[src/rtl/dds_param_bank.sv]
// ---------------------------------------------------------------------------
// dds_param_bank
//
// Per-channel parameter bank for the DDS core. Accepts decoded commands
// {channel, adder, amplitude} from the UART frame parser over a valid/ready
// handshake, stores each in a per-channel shadow register, and copies the
// shadow into the active register that feeds the phase accumulator and the
// amplitude scaler.
//
// Optional feature (compile-time macro DDS_PARAM_SYNC_APPLY_EN):
//   defined   - a pending shadow value is applied only on that channel's
//               phase_wrap pulse, so frequency/amplitude changes land at a
//               phase wrap (glitch-free).
//   undefined - a pending shadow value is applied on the next edge after it
//               was written; phase_wrap is ignored.
//
// Ports:
//   clk            system clock
//   rst            synchronous active-high reset
//   cmd_valid      command present
//   cmd_ready      bank can accept a command (depends on FSM state only)
//   cmd_channel    target channel, 8'hFF broadcasts to every channel
//   cmd_adder      phase increment
//   cmd_amplitude  amplitude
//   phase_wrap     per-channel accumulator overflow pulse
//   ch_adder       active adders, channel k at [k*PHASE_W +: PHASE_W]
//   ch_amplitude   active amplitudes, channel k at [k*AMP_W +: AMP_W]
//   ch_update      1-cycle pulse: channel k active registers changed
//   pending        channel k shadow awaits apply
//   cmd_error      1-cycle pulse: invalid channel index, command dropped
// ---------------------------------------------------------------------------
module dds_param_bank #(
  parameter int                NUM_CH      = 4,
  parameter int                PHASE_W     = 32,
  parameter int                AMP_W       = 32,
  parameter logic [PHASE_W-1:0] RESET_ADDER = PHASE_W'(1000000),
  parameter logic [AMP_W-1:0]   RESET_AMP   = AMP_W'(1000000)
) (
  input  logic                      clk,
  input  logic                      rst,
  input  logic                      cmd_valid,
  output logic                      cmd_ready,
  input  logic [7:0]                cmd_channel,
  input  logic [PHASE_W-1:0]        cmd_adder,
  input  logic [AMP_W-1:0]          cmd_amplitude,
  input  logic [NUM_CH-1:0]         phase_wrap,
  output logic [NUM_CH*PHASE_W-1:0] ch_adder,
  output logic [NUM_CH*AMP_W-1:0]   ch_amplitude,
  output logic [NUM_CH-1:0]         ch_update,
  output logic [NUM_CH-1:0]         pending,
  output logic                      cmd_error
);

  typedef enum logic {IDLE, CHECK} state_t;

  state_t state, state_next;
  logic   capture_en;

  // Captured command, consumed in CHECK.
  logic [7:0]         cap_channel;
  logic [PHASE_W-1:0] cap_adder;
  logic [AMP_W-1:0]   cap_amp;

  // Per-channel storage.
  logic [PHASE_W-1:0] shadow_adder [NUM_CH];
  logic [AMP_W-1:0]   shadow_amp   [NUM_CH];
  logic [PHASE_W-1:0] active_adder [NUM_CH];
  logic [AMP_W-1:0]   active_amp   [NUM_CH];

  logic [NUM_CH-1:0] wr_hit;     // channel written by CHECK this edge
  logic              bad_ch;     // CHECK holds an out-of-range index
  logic [NUM_CH-1:0] apply_en;   // per-channel apply qualifier
  logic [NUM_CH-1:0] apply_fire; // pending value moves to active this edge

  // ---------------------------------------------------------------- FSM
  // NOTE: sequential state uses non-blocking (<=) so every register samples
  // pre-edge values; blocking assignments here would create ordering races.
  always_ff @(posedge clk) begin
    if (rst) state <= IDLE;
    else     state <= state_next;
  end

  // NOTE: every output of this block gets a default first, otherwise a path
  // that skips an assignment infers a latch.
  always_comb begin
    state_next = state;
    cmd_ready  = 1'b0;
    capture_en = 1'b0;
    case (state)
      IDLE: begin
        cmd_ready = 1'b1;
        if (cmd_valid) begin
          capture_en = 1'b1;
          state_next = CHECK;
        end
      end
      CHECK:   state_next = IDLE;
      default: state_next = IDLE;
    endcase
  end

  // NOTE: the capture registers are deliberately left without reset; they
  // are only observed in CHECK, which always follows a fresh capture, so a
  // reset would cost fan-out for nothing. Architectural state (shadow,
  // active, pending) does reset because its value is visible after reset.
  always_ff @(posedge clk) begin
    if (capture_en) begin
      cap_channel <= cmd_channel;
      cap_adder   <= cmd_adder;
      cap_amp     <= cmd_amplitude;
    end
  end

  // ------------------------------------------------------ write decode
  always_comb begin
    wr_hit = '0;
    bad_ch = 1'b0;
    if (state == CHECK) begin
      for (int k = 0; k < NUM_CH; k++)
        wr_hit[k] = (cap_channel == 8'hFF) || (cap_channel == 8'(k));
      bad_ch = (cap_channel != 8'hFF) && (int'(cap_channel) >= NUM_CH);
    end
  end

  // ------------------------------------------------------ apply qualifier
`ifdef DDS_PARAM_SYNC_APPLY_EN
  assign apply_en = phase_wrap;
`else
  assign apply_en = '1;
  logic unused_phase_wrap;
  assign unused_phase_wrap = ^phase_wrap;
`endif

  assign apply_fire = pending & apply_en;

  // ------------------------------------------------------ per-channel regs
  // Apply reads the pre-edge shadow, so a CHECK write colliding with an
  // apply leaves active = old shadow, shadow = new value and pending set.
  always_ff @(posedge clk) begin
    if (rst) begin
      for (int k = 0; k < NUM_CH; k++) begin
        shadow_adder[k] <= RESET_ADDER;
        shadow_amp[k]   <= RESET_AMP;
        active_adder[k] <= RESET_ADDER;
        active_amp[k]   <= RESET_AMP;
      end
      pending   <= '0;
      ch_update <= '0;
      cmd_error <= 1'b0;
    end else begin
      for (int k = 0; k < NUM_CH; k++) begin
        if (apply_fire[k]) begin
          active_adder[k] <= shadow_adder[k];
          active_amp[k]   <= shadow_amp[k];
        end
        if (wr_hit[k]) begin
          shadow_adder[k] <= cap_adder;
          shadow_amp[k]   <= cap_amp;
          pending[k]      <= 1'b1;
        end else if (apply_fire[k]) begin
          pending[k] <= 1'b0;
        end
      end
      ch_update <= apply_fire;
      cmd_error <= bad_ch;
    end
  end

  // ------------------------------------------------------ output packing
  for (genvar g = 0; g < NUM_CH; g++) begin : g_pack
    assign ch_adder[g*PHASE_W +: PHASE_W] = active_adder[g];
    assign ch_amplitude[g*AMP_W +: AMP_W] = active_amp[g];
  end

endmodule
[config.mk]
export PLATFORM = sky130hd
export DESIGN_NAME = dds_param_bank
export DESIGN_NICKNAME = d
export VERILOG_FILES = /design/src/rtl/dds_param_bank.sv
export SDC_FILE = /design/constraint.sdc
export NUM_CORES = 1
export LEC_CHECK = 0
export ABC_AREA = 1
export CORE_MARGIN = 2
export CORE_UTILIZATION = 50
export DETAILED_ROUTE_END_ITERATION = 8
export GPL_TIMING_DRIVEN = 0
export PLACE_DENSITY_LB_ADDON = 0.25
export SETUP_SLACK_MARGIN = 0.3
export SYNTH_ARGS = -nofsm -noshare
export SYNTH_HDL_FRONTEND = slang
export SYNTH_SLANG_ARGS = --single-unit
export TNS_END_PERCENT = 1
[constraint.sdc]
create_clock -name clk -period 6.4 [get_ports clk]
set_input_delay 1.28 -clock clk [delete_from_list [all_inputs] [get_ports clk]]
set_output_delay 1.28 -clock clk [all_outputs]
set_load 0.1 [all_outputs]
* After elaboration in Yosys (flattened, before gate mapping) *
Memory sizes are Yosys's and may differ from the RTL's.
Cells that the tools add are included.

operators by class
  bitwise gates (word level) = 17
  multiplexer cells = 47
  equality and inequality tests = 5
  reduce and logical (&&, ||, !) cells = 7
  magnitude comparators = 1

operators by type and width
  operator            number
  $mux 32             16
  $mux 1              29
  $eq 8x2->1 const B  2
  $or 1x1->1          16
  $eq 8x1->1 const B  1
  $eq 8x8->1 const B  1
  $ge 8x3->1 const B  1
  $logic_not 8->1     1
  $ne 8x8->1 const B  1
  $logic_or 1x1->1    4
  $mux 4              1
  $pmux 1 s2          1
  $reduce_or 2->1     1
  $logic_and 1x1->1   1
  $not 1->1           1

word-level totals
  logic and storage cells = 88
  bits in writable memories = 512
  flip-flop bits (word level) = 82
  output and inout port bits = 266
  input bits = 79
  memories kept = 4

memories
  memory        words  bits a word  rd ports  clocked after memory_dff  write ports  line  RTL
  active_adder  4      32           4         0                         4            67    logic [PHASE_W-1:0] active_adder [NUM_CH];
  active_amp    4      32           4         0                         4            68    logic [AMP_W-1:0] active_amp [NUM_CH];
  shadow_adder  4      32           4         0                         4            65    logic [PHASE_W-1:0] shadow_adder [NUM_CH];
  shadow_amp    4      32           4         0                         4            66    logic [AMP_W-1:0] shadow_amp [NUM_CH];

* Depth between registers and ports, before layout *
Gate-level depths: netlist of the first run.

  word-level depth = 7
  mapped depth = 8
  mapped depth without buffers = 7

* Worst setup path before layout of the first run *
OpenSTA, ideal clock, no wires.

  kind = input port to flip-flop
  start = input port cmd_valid
  end = register cap_adder[0] (enable)
  stages on the path = 2
  data required time = 5.895 ns
  slack = 1.537 ns
  setup time = 0.505 ns
  arrival time = 4.358 ns
  path buffers = 0
  cells stage by stage = inv_1 > nor2_1

on the way
  cells in the longest elaborated chain, start to end = 2

ends and longest elaborated chain
  what                    line  RTL
  start: declaration      41    input logic cmd_valid,
  $mux 1                  92    if (cmd_valid) begin
  $mux 1                  89    case (state)
  via capture_en          57    logic capture_en;
  end signal: assignment  109   cap_adder <= cmd_adder;
  end: declaration        61    logic [PHASE_W-1:0] cap_adder;

The timed path passes the listed nets, and every way through them passes these cells.
A chain may end at the register's enable or synchronous reset.

* Final worst setup path of the first run *
  start = register state
  end = output port cmd_ready

on the way
  cells in the longest elaborated chain, start to end = 1

ends and longest elaborated chain
  what                      line  RTL
  start: declaration        56    state_t state, state_next;
  start signal: assignment  80    else state <= state_next;
  $mux 1                    89
  end: declaration          42    output logic cmd_ready,

Every way passes these cells.

==> results_dict.tcl, run 1 <==
set metrics [dict create \
    status "complete, no violations" \
    final_design_area_no_fill_sq_mm 0.0279 \
    synth-compound-area-share_pct 0.0983 \
    netlist_area_sq_mm 0.0216 \
    p_per_area_mw_per_mm2 300 \
    cts_resized 0 \
    crit_type "flop to output pin" \
    final_common_cell "edfxtp_1" \
    crit_fanout 7 \
    io_buffers 339 \
    cts_tree "done" \
    grt_start_max_net_pins 51 \
    max_slew_margin_pct 25.3 \
    core_area_sq_mm 0.0429 \
    rsz0062_at_grt "false" \
    layout.nets 1984 \
    numCtsBuffers 57 \
    synth_top_family_by_area "simple AND/OR/NAND/NOR gates" \
    min_path_type "flop to flop" \
    p_total_mw 8.36 \
    yosys.area_share.simple_pct 11.2 \
    multi_input_area_sq_mm 0.00251 \
    clk_path_buf_depth 3 \
    hold_viol_final 0 \
    tightest_slew_ps 1120 \
    clk_latency_ps 600 \
    startpoint "state$_SDFF_PP0_" \
    finalCritPeriodShare_pct 56.4 \
    leakage_nw 10.4 \
    antenna_found_initial 3 \
    synth_seq_cells 594 \
    ant_nets 0 \
    grtUsageTotal_pct 22.4 \
    cp-endpoint "cmd_ready" \
    dieWidth_um 212 \
    r2r_end "shadow_adder[0][8]$_SDFFCE_PN0P_" \
    synth_xor_area_share_pct 0 \
    synth.area.top_cells "edfxtp_1 81%, nor2_1 7.0%, inv_1 4.8%" \
    slowest_stage "clkdlybuf4s50_1" \
    r2r-start "cap_channel[3]$_DFFE_PP_" \
    fmax_mhz 277 \
    max_stage_delay_ps 1180 \
    slew_viol_final 0 \
    vdd_drop_max_mv 0.201 \
    ys_seq_area_share_pct 82.0 \
    yosysWarnings 0 \
    cts_root_buffer "clkbuf_16" \
    vias_per_cell 4.76 \
    crit_required_ps 5120 \
    firstDrtPassIters 5 \
    setup_viol 0 \
    synthCells 1496 \
    dr.first_iter.drc_count 885 \
    syn_area_per_cell_sq_um 14.5 \
    cp-end-kind "output pin" \
    yosysTopAreaCell "edfxtp_1" \
    drc 0 \
    synth_fa_ha_area_share_pct 0 \
    grt_first_pass_wirelength_mm 72.7 \
    gr-total-overflow 0 \
    htreeDepth 2 \
    synth_cell_types 18 \
    hpwl_mm 33.9 \
    mostFrequentLayoutCells "584 x edfxtp_1, 401 x nor2_1, 339 x clkdlybuf4s50_1, 279 x inv_1, 57 x clkbuf_16" \
    drive_gt1_share_pct 10.9 \
    area_growth_pct 28.9 \
    start_util_pct 50.4 \
    nFillCells 3122 \
    wl_per_cell_um 19.6 \
    cp-start-kind "flop" \
    syn_nets 1575 \
    dpl-instance-area_sq_mm 0.0261 \
    wl_mm 49.8 \
    vias 12100 \
    cap_violations 0 \
    cp_data_arrival_time_ps 2330 \
    postCtsSetupBuffers 0 \
    whs_path_depth 1 \
    hold_ws_ps 501 \
    fin_crit_ps 3610 \
    dieArea_sq_mm 0.0449 \
    clkSinkCount 594 \
    setup_tns_ps 0 \
    yosys-mux-area-fraction_pct 0 \
    row_count 76 \
    io_pins 345 \
    path_clk_slew_ps 60 \
    cts_hold_buf 0 \
    reg2reg_slack_ps 4250 \
    grt_pass1_vias 12000 \
    crit_chain "inv_2 -> clkdlybuf4s50_1" \
    place.gp.congestion 0.796 \
    die_h_um 212 \
    regArea_sq_mm 0.0177 \
    worst_clock_skew_ps 12.5 \
    r2r_cells 6 \
    synth_top_area_share_pct 81.1 \
]
[per-stage QoR]
step | setup WS (ps) | std cells | util, %
floorplan | 1540 | 1496 | -
global placement | -1000 | 2420 | 60.1
detailed placement | 3140 | 2431 | 60.8
CTS | 2750 | 2536 | 65.0
global route | 2730 | 2538 | 65.0
finish | 2790 | 2538 | 65.0
[cell type report]
cell class              instances  share of cell area, %
clock buffers                  67                   5.25
diodes                          2                 0.0180
multi-input cells             563                   9.01
inverters                     284                   3.82
repair buffers                350                   13.1
flip-flops and latches        594                   63.6
well taps                     585                   2.63
plain buffers                  55                   1.38
clock inverters                38                   1.18
[cells in the mapped netlist (all sizes together)]
cell,number
inv,284
buf,31
edfxtp,584
nand2,33
o21ai,1
a21oi,1
nand3,56
clkbuf,24
nor2,415
dfxtp,10
or2,56
nor3,1
[critical path: cells and delay by family (launching register included)]
kind / cells / cell delay (ps)
flops: 1 / 400
buf+inv: 2 / 1330
[worst min-delay path by stage]
stage	startpoint	end	slack (ps)
2_1_floorplan	shadow_adder[0][14]$_SDFFCE_PN1P_	active_adder[0][14]$_SDFFCE_PN1P_	480
3_5_place_dp	shadow_amp[1][16]$_SDFFCE_PN1P_	active_amp[1][16]$_SDFFCE_PN1P_	490
3_3_place_gp	pending[2]$_SDFF_PP0_	ch_update[2]$_SDFF_PP0_	470
6_report	shadow_adder[1][17]$_SDFFCE_PN1P_	active_adder[1][17]$_SDFFCE_PN1P_	500
4_1_cts	shadow_adder[3][17]$_SDFFCE_PN1P_	active_adder[3][17]$_SDFFCE_PN1P_	500
5_1_grt	shadow_amp[2][17]$_SDFFCE_PN1P_	active_amp[2][17]$_SDFFCE_PN1P_	510
[flip-flops by register name (all words and copies together) (netlist names)]
signal / cells
cap_adder: 32
shadow_amp: 128
cmd_error: 1
cap_amp: 32
ch_update: 4
state: 1
shadow_adder: 128
cap_channel: 8
pending: 4
active_amp: 128
active_adder: 128
[metal layers]
layer  part of all wire, %  wire [um]  global-route usage (%)  vias up
met5                 0.016          8                       0        -
met4                   2.9       1460                    7.70        2
met3                   7.5       3760                    5.32       89
met2                    49      24600                    37.0      435
met1                    40      19900                    29.4     5854
li1                      -          -                       -     5698
[power by group]
part / switching (mW) / internal [mW]
Combinational: 0.540 / 0.149
Sequential: 0.0387 / 4.39
Clock: 1.38 / 1.87
[kinds of logic after synthesis]
| family | Yosys count |
|---|---|
| flip-flops | 594 |
| buffers and inverters | 339 |
| AND/OR/NAND/NOR | 561 |
| AO/OA/AOI/OAI | 2 |
Power figures use the tool's default switching activity.
==> inputs of run 2 (changes only) <==
--- a/config.mk
+++ b/config.mk
@@ -7,7 +7,7 @@
 export LEC_CHECK = 0
 export ABC_AREA = 1
 export CORE_MARGIN = 2
-export CORE_UTILIZATION = 50
+export CORE_UTILIZATION = 48
 export DETAILED_ROUTE_END_ITERATION = 8
 export GPL_TIMING_DRIVEN = 0
 export PLACE_DENSITY_LB_ADDON = 0.25
==> constraint.sdc (replaced) <==
create_clock -name clk -period 3.25 [get_ports clk]
set_input_delay 0.65 -clock clk [delete_from_list [all_inputs] [get_ports clk]]
set_output_delay 0.65 -clock clk [all_outputs]
set_load 0.1 [all_outputs]
==> run 2 against run 1 <==
  * Total power up 98%
  * Clock power up 99%
  * Clock-buffer cell count up 9
  * Sequential share of layout area down 0.097 points
  * Sequential power up 97%
  * First-iteration DRC count up 2.8%
  * Combinational power up 97%
  * Wire length up 0.46%
  * Hold slack worse by 34 ps
  * Final area up 0.15%
  * Register-to-register slack worse by 3200 ps
  * Critical path type unchanged
==> results_dict.tcl, run 2 (synthesis results as in run 1) <==
set metrics [dict create \
    hpwl_mm 33.7 \
    dieWidth_um 216 \
    mostFrequentLayoutCells "584 x edfxtp_1, 401 x nor2_1, 338 x clkdlybuf4s50_1, 279 x inv_1, 57 x clkbuf_16" \
    p_per_area_mw_per_mm2 592 \
    grt_pass1_vias 12100 \
    critical_path_depth 1 \
    slew_viol_final 0 \
    min_path_type "input pin to flop" \
    antenna_found_initial 4 \
    dr.first_iter.drc_count 910 \
    max_slew_margin_pct 25.7 \
    io_buffers 339 \
    p_sw_mw 3.87 \
    p_total_mw 16.5 \
    firstDrtPassIters 5 \
    drc 0 \
    crit_fanout 1 \
    cts_root_buffer "clkbuf_16" \
    grt_first_pass_wirelength_mm 74.0 \
    path_buf_inv 1 \
    slowest_stage "clkdlybuf4s50_1" \
    dieArea_sq_mm 0.0468 \
    holdPathEnd "state$_SDFF_PP0_" \
    max_stage_delay_ps 1160 \
    io_pins 345 \
    dpl-instance-area_sq_mm 0.0261 \
    crit_chain "clkdlybuf4s50_1" \
    vdd_drop_max_mv 0.478 \
    layout.nets 1983 \
    rsz0062_at_grt "false" \
    row_count 77 \
    cts_tree "done" \
    place.gp.congestion 0.804 \
    final_cell_count_no_fill 2546 \
    gr-total-overflow 0 \
    r2r_end "shadow_adder[0][11]$_SDFFCE_PN0P_" \
    start_util_pct 48.8 \
    vias 12000 \
    final_common_cell "edfxtp_1" \
    area_growth_pct 29.1 \
    min_from "rst" \
    drive_gt1_share_pct 10.9 \
    fin_crit_ps 2810 \
    critPathTopFamily "buffers and inverters" \
    clk_latency_ps 600 \
    leakage_nw 10.5 \
    whs_path_depth 2 \
    crit_type "flop to output pin" \
    hold_viol_final 0 \
    ant_nets 0 \
    die_h_um 216 \
    core_area_sq_mm 0.0443 \
    combPwrFrac_pct 8.2 \
    p_int_mw 12.7 \
    wl_per_cell_um 19.7 \
    cap_violations 0 \
    clk_path_buf_depth 3 \
    path_clk_slew_ps 60 \
    final_design_area_no_fill_sq_mm 0.0279 \
    cp-start-kind "flop" \
    regArea_sq_mm 0.0177 \
    r2r-start "cap_channel[3]$_DFFE_PP_" \
    placed_cells 2438 \
    vias_per_cell 4.72 \
    pre_cts_ws_ps 570 \
    reg2reg_slack_ps 1070 \
    r2r_cells 6 \
    p_clk_share_pct 39.0 \
    numCtsBuffers 56 \
    sw_frac_of_total_pct 23.4 \
    status "complete, no violations" \
    nFillCells 3294 \
    htreeDepth 2 \
    fmax_mhz 356 \
    setup_viol 0 \
    crit_required_ps 2600 \
    finalCritPeriodShare_pct 86.4 \
    worst_clock_skew_ps 13.1 \
    grt_start_max_net_pins 60 \
    grtUsageTotal_pct 21.5 \
    final.setup.worst_slack_ps 440 \
    seqPwrFrac_pct 52.7 \
    clkSinkCount 594 \
    wl_mm 50.0 \
    tightest_slew_ps 1110 \
    multi_input_area_sq_mm 0.00251 \
    cp_data_arrival_time_ps 2160 \
    cp-end-kind "output pin" \
]
-- run 2: cell types whose count changed in the layout (fill, tap and decap cells not counted), sizes merged --
cell,delta
clkdlybuf4s50,-1
inv,+3
clkinvlp,-3
diode,+1
clkbuf,+9
clkinv,-9
dlygate4sd2,+1
-- run 2: final cells by class --
type,instances,area share (%)
Clock buffer,76,5.40
Antenna cell,3,0.0269
Buffer,55,1.38
Sequential cell,594,63.5
Timing Repair Buffer,350,13.1
Tap cell,592,2.65
Multi-Input combinational cell,563,9.00
Clock inverter,29,1.08
Inverter,284,3.82
-- run 2: power by group through the flow --
stage / logic, mW / registers [mW] / clock network, mW
after floorplan: 0.212 / 9.58 / 0
after global placement: 1.31 / 8.92 / 0
after detailed placement: 1.37 / 8.88 / 0
after CTS: 1.37 / 8.72 / 6.57
after global routing: 1.41 / 8.74 / 6.85
final: 1.36 / 8.72 / 6.46
-- run 2: repair_timing --
item / CTS / global route
hold buffers: 0 / 0
gates resized for setup: 1 / 0
buffers inserted: 0 / 0
setup endpoints to repair: 1 / 0
-- run 2: worst max-delay path by stage --
stage                                           start                                to  slack [ps]
floorplan                       pending[0]$_SDFF_PP0_  active_adder[0][0]$_SDFFCE_PN0P_         360
global route        active_adder[3][22]$_SDFFCE_PN0P_                     ch_adder[118]         400
global placement                                  rst    active_amp[2][8]$_SDFFCE_PN0P_       -1150
finish                active_amp[1][16]$_SDFFCE_PN1P_                  ch_amplitude[48]         440
detailed placement                                rst    active_amp[2][5]$_SDFFCE_PN0P_         570
CTS                   active_amp[1][16]$_SDFFCE_PN1P_                  ch_amplitude[48]         420
-- run 2: routing by layer --
layer | vias to the layer above | GRT usage, % | routed length [um]
met5 | - | 0 | 8
met4 | 2 | 6.60 | 959
met3 | 70 | 4.41 | 3230
met2 | 398 | 36.3 | 25200
met1 | 5842 | 28.3 | 20600
li1 | 5693 | - | -
-- run 2: through the flow --
stage / TNS [ps] / utilization [%] / hold WS [ps]
2_1_floorplan: 0 / - / 482
3_3_place_gp: -490670 / 58.2 / 465
3_5_place_dp: 0 / 58.9 / 488
4_1_cts: 0 / 63.0 / 420
5_1_grt: 0 / 63.0 / 460
6_report: 0 / 63.0 / 468
==> inputs of run 3 (changes only) <==
--- a/config.mk
+++ b/config.mk
@@ -12,6 +12,7 @@
 export GPL_TIMING_DRIVEN = 0
 export PLACE_DENSITY_LB_ADDON = 0.25
 export SETUP_SLACK_MARGIN = 0.3
+export SKIP_CTS_REPAIR_TIMING = 1
 export SYNTH_ARGS = -nofsm -noshare
 export SYNTH_HDL_FRONTEND = slang
 export SYNTH_SLANG_ARGS = --single-unit
==> run 3 against run 2 <==
  * Core utilization is essentially flat
  * Sequential power about the same
  * Sequential cell count unchanged
  * Critical path depth unchanged
  * Final area about the same
  * Register-to-register slack about the same
  * Critical endpoint unchanged
  * Largest power group unchanged
==> results_dict.tcl, run 3 (synthesis results as in run 1) <==
set metrics [dict create \
    dr.first_iter.drc_count 910 \
    p_sw_mw 3.87 \
    layout.nets 1983 \
    cp-end-kind "output pin" \
    nFillCells 3292 \
    antenna_found_initial 4 \
    pre_cts_ws_ps 570 \
    io_buffers 339 \
    hold_ws_ps 469 \
    row_count 77 \
    grtUsageTotal_pct 21.5 \
    cts_tree "done" \
    max_stage_delay_ps 1160 \
    p_clk_share_pct 39.0 \
    regArea_sq_mm 0.0177 \
    path_clk_slew_ps 60 \
    clk_latency_ps 600 \
    io_pins 345 \
    crit_type "flop to output pin" \
    min_path_type "input pin to flop" \
    final_common_cell "edfxtp_1" \
    cap_violations 0 \
    leakage_nw 10.5 \
    fmax_mhz 356 \
    wl_per_cell_um 19.6 \
    grt_pass1_vias 12100 \
    vias_per_cell 4.72 \
    slew_viol_final 0 \
    max_slew_margin_pct 25.5 \
    dieArea_sq_mm 0.0468 \
    cp_data_arrival_time_ps 2160 \
    placed_cells 2438 \
    hold_viol_final 0 \
    area_growth_pct 29.1 \
    vias 12000 \
    wl_mm 50.0 \
    ant_nets 0 \
    core_area_sq_mm 0.0443 \
    numCtsBuffers 56 \
    cts_root_buffer "clkbuf_16" \
    crit_chain "clkdlybuf4s50_1" \
    mostFrequentLayoutCells "584 x edfxtp_1, 401 x nor2_1, 338 x clkdlybuf4s50_1, 279 x inv_1, 57 x clkbuf_16" \
    seqPwrFrac_pct 52.7 \
    worst_clock_skew_ps 12.7 \
    drive_gt1_share_pct 10.9 \
    status "complete, no violations" \
    slowest_stage "clkdlybuf4s50_1" \
    fin_crit_ps 2810 \
    critPathTopFamily "buffers and inverters" \
    drc 0 \
    hpwl_mm 33.7 \
    p_per_area_mw_per_mm2 592 \
    crit_required_ps 2600 \
    place.gp.congestion 0.804 \
    clk_path_buf_depth 3 \
    setup_viol 0 \
    grt_start_max_net_pins 60 \
    combPwrFrac_pct 8.2 \
    vdd_drop_max_mv 0.478 \
    htreeDepth 2 \
    finalCritPeriodShare_pct 86.4 \
    path_buf_inv 1 \
    clkSinkCount 594 \
    p_int_mw 12.7 \
    sw_frac_of_total_pct 23.4 \
    tightest_slew_ps 1110 \
    grt_first_pass_wirelength_mm 74.0 \
    die_h_um 216 \
    cp-start-kind "flop" \
    dieWidth_um 216 \
    final_cell_count_no_fill 2546 \
    multi_input_area_sq_mm 0.00251 \
    gr-total-overflow 0 \
    start_util_pct 48.8 \
    final.setup.worst_slack_ps 442 \
    firstDrtPassIters 5 \
    crit_fanout 1 \
    rsz0062_at_grt "false" \
]
run 3: area by class of cell:
type	instances	area share [%]
clock buffer	76	5.40
tap	592	2.65
multi-input combinational	563	9.00
clock inverter	29	1.08
sequential	594	63.5
inverter	284	3.82
buffer	55	1.38
antenna	3	0.0269
timing repair buffer	350	13.1
run 3: metrics by stage:
| stage | setup TNS [ps] | utilization [%] | cell area [sq um] | total power, mW |
|---|---|---|---|---|
| floorplan | 0 | - | 21600 | 9.80 |
| detailed placement | 0 | 58.9 | 26100 | 10.3 |
| CTS | 0 | 63.0 | 27900 | 16.7 |
| global placement | -490670 | 58.2 | 25800 | 10.2 |
| finish | 0 | 63.0 | 27900 | 16.5 |
| global route | 0 | 63.0 | 27900 | 17.0 |
run 3: worst register-to-register path: cells and delay by family (launching register included):
kind                   cells  cell delay, ps
AND/OR/NAND/NOR            4             850
AO/OA/AOI/OAI              1             280
flip-flops                 1             400
buffers and inverters      1             300
run 3: routing by layer:
layer / vias to the layer above / routed length (um) / global-route usage [%]
li1: 5693 / - / -
met1: 5854 / 20700 / 28.3
met2: 397 / 25200 / 36.3
met3: 70 / 3200 / 4.42
met4: 2 / 957 / 6.60
met5: - / 8 / 0
run 3: worst paths after layout:
| check | from | to | slack [ps] | depth (start not counted) |
|---|---|---|---|---|
| min | rst | state$_SDFF_PP0_ | 470 | 2 |
| min reg2reg | shadow_adder[3][19]$_SDFFCE_PN1P_ | active_adder[3][19]$_SDFFCE_PN1P_ | 500 | 1 |
| max | active_amp[1][16]$_SDFFCE_PN1P_ | ch_amplitude[48] | 440 | 1 |
| max reg2reg | cap_channel[3]$_DFFE_PP_ | shadow_adder[0][12]$_SDFFCE_PN0P_ | 1070 | 6 |
run 3: power groups by stage:
stage	Clock (mW)	Combinational [mW]	Sequential (mW)
after floorplan	0	0.212	9.58
after global placement	0	1.31	8.92
after detailed placement	0	1.37	8.88
after CTS	6.57	1.38	8.72
after global routing	6.85	1.41	8.74
final	6.46	1.36	8.72
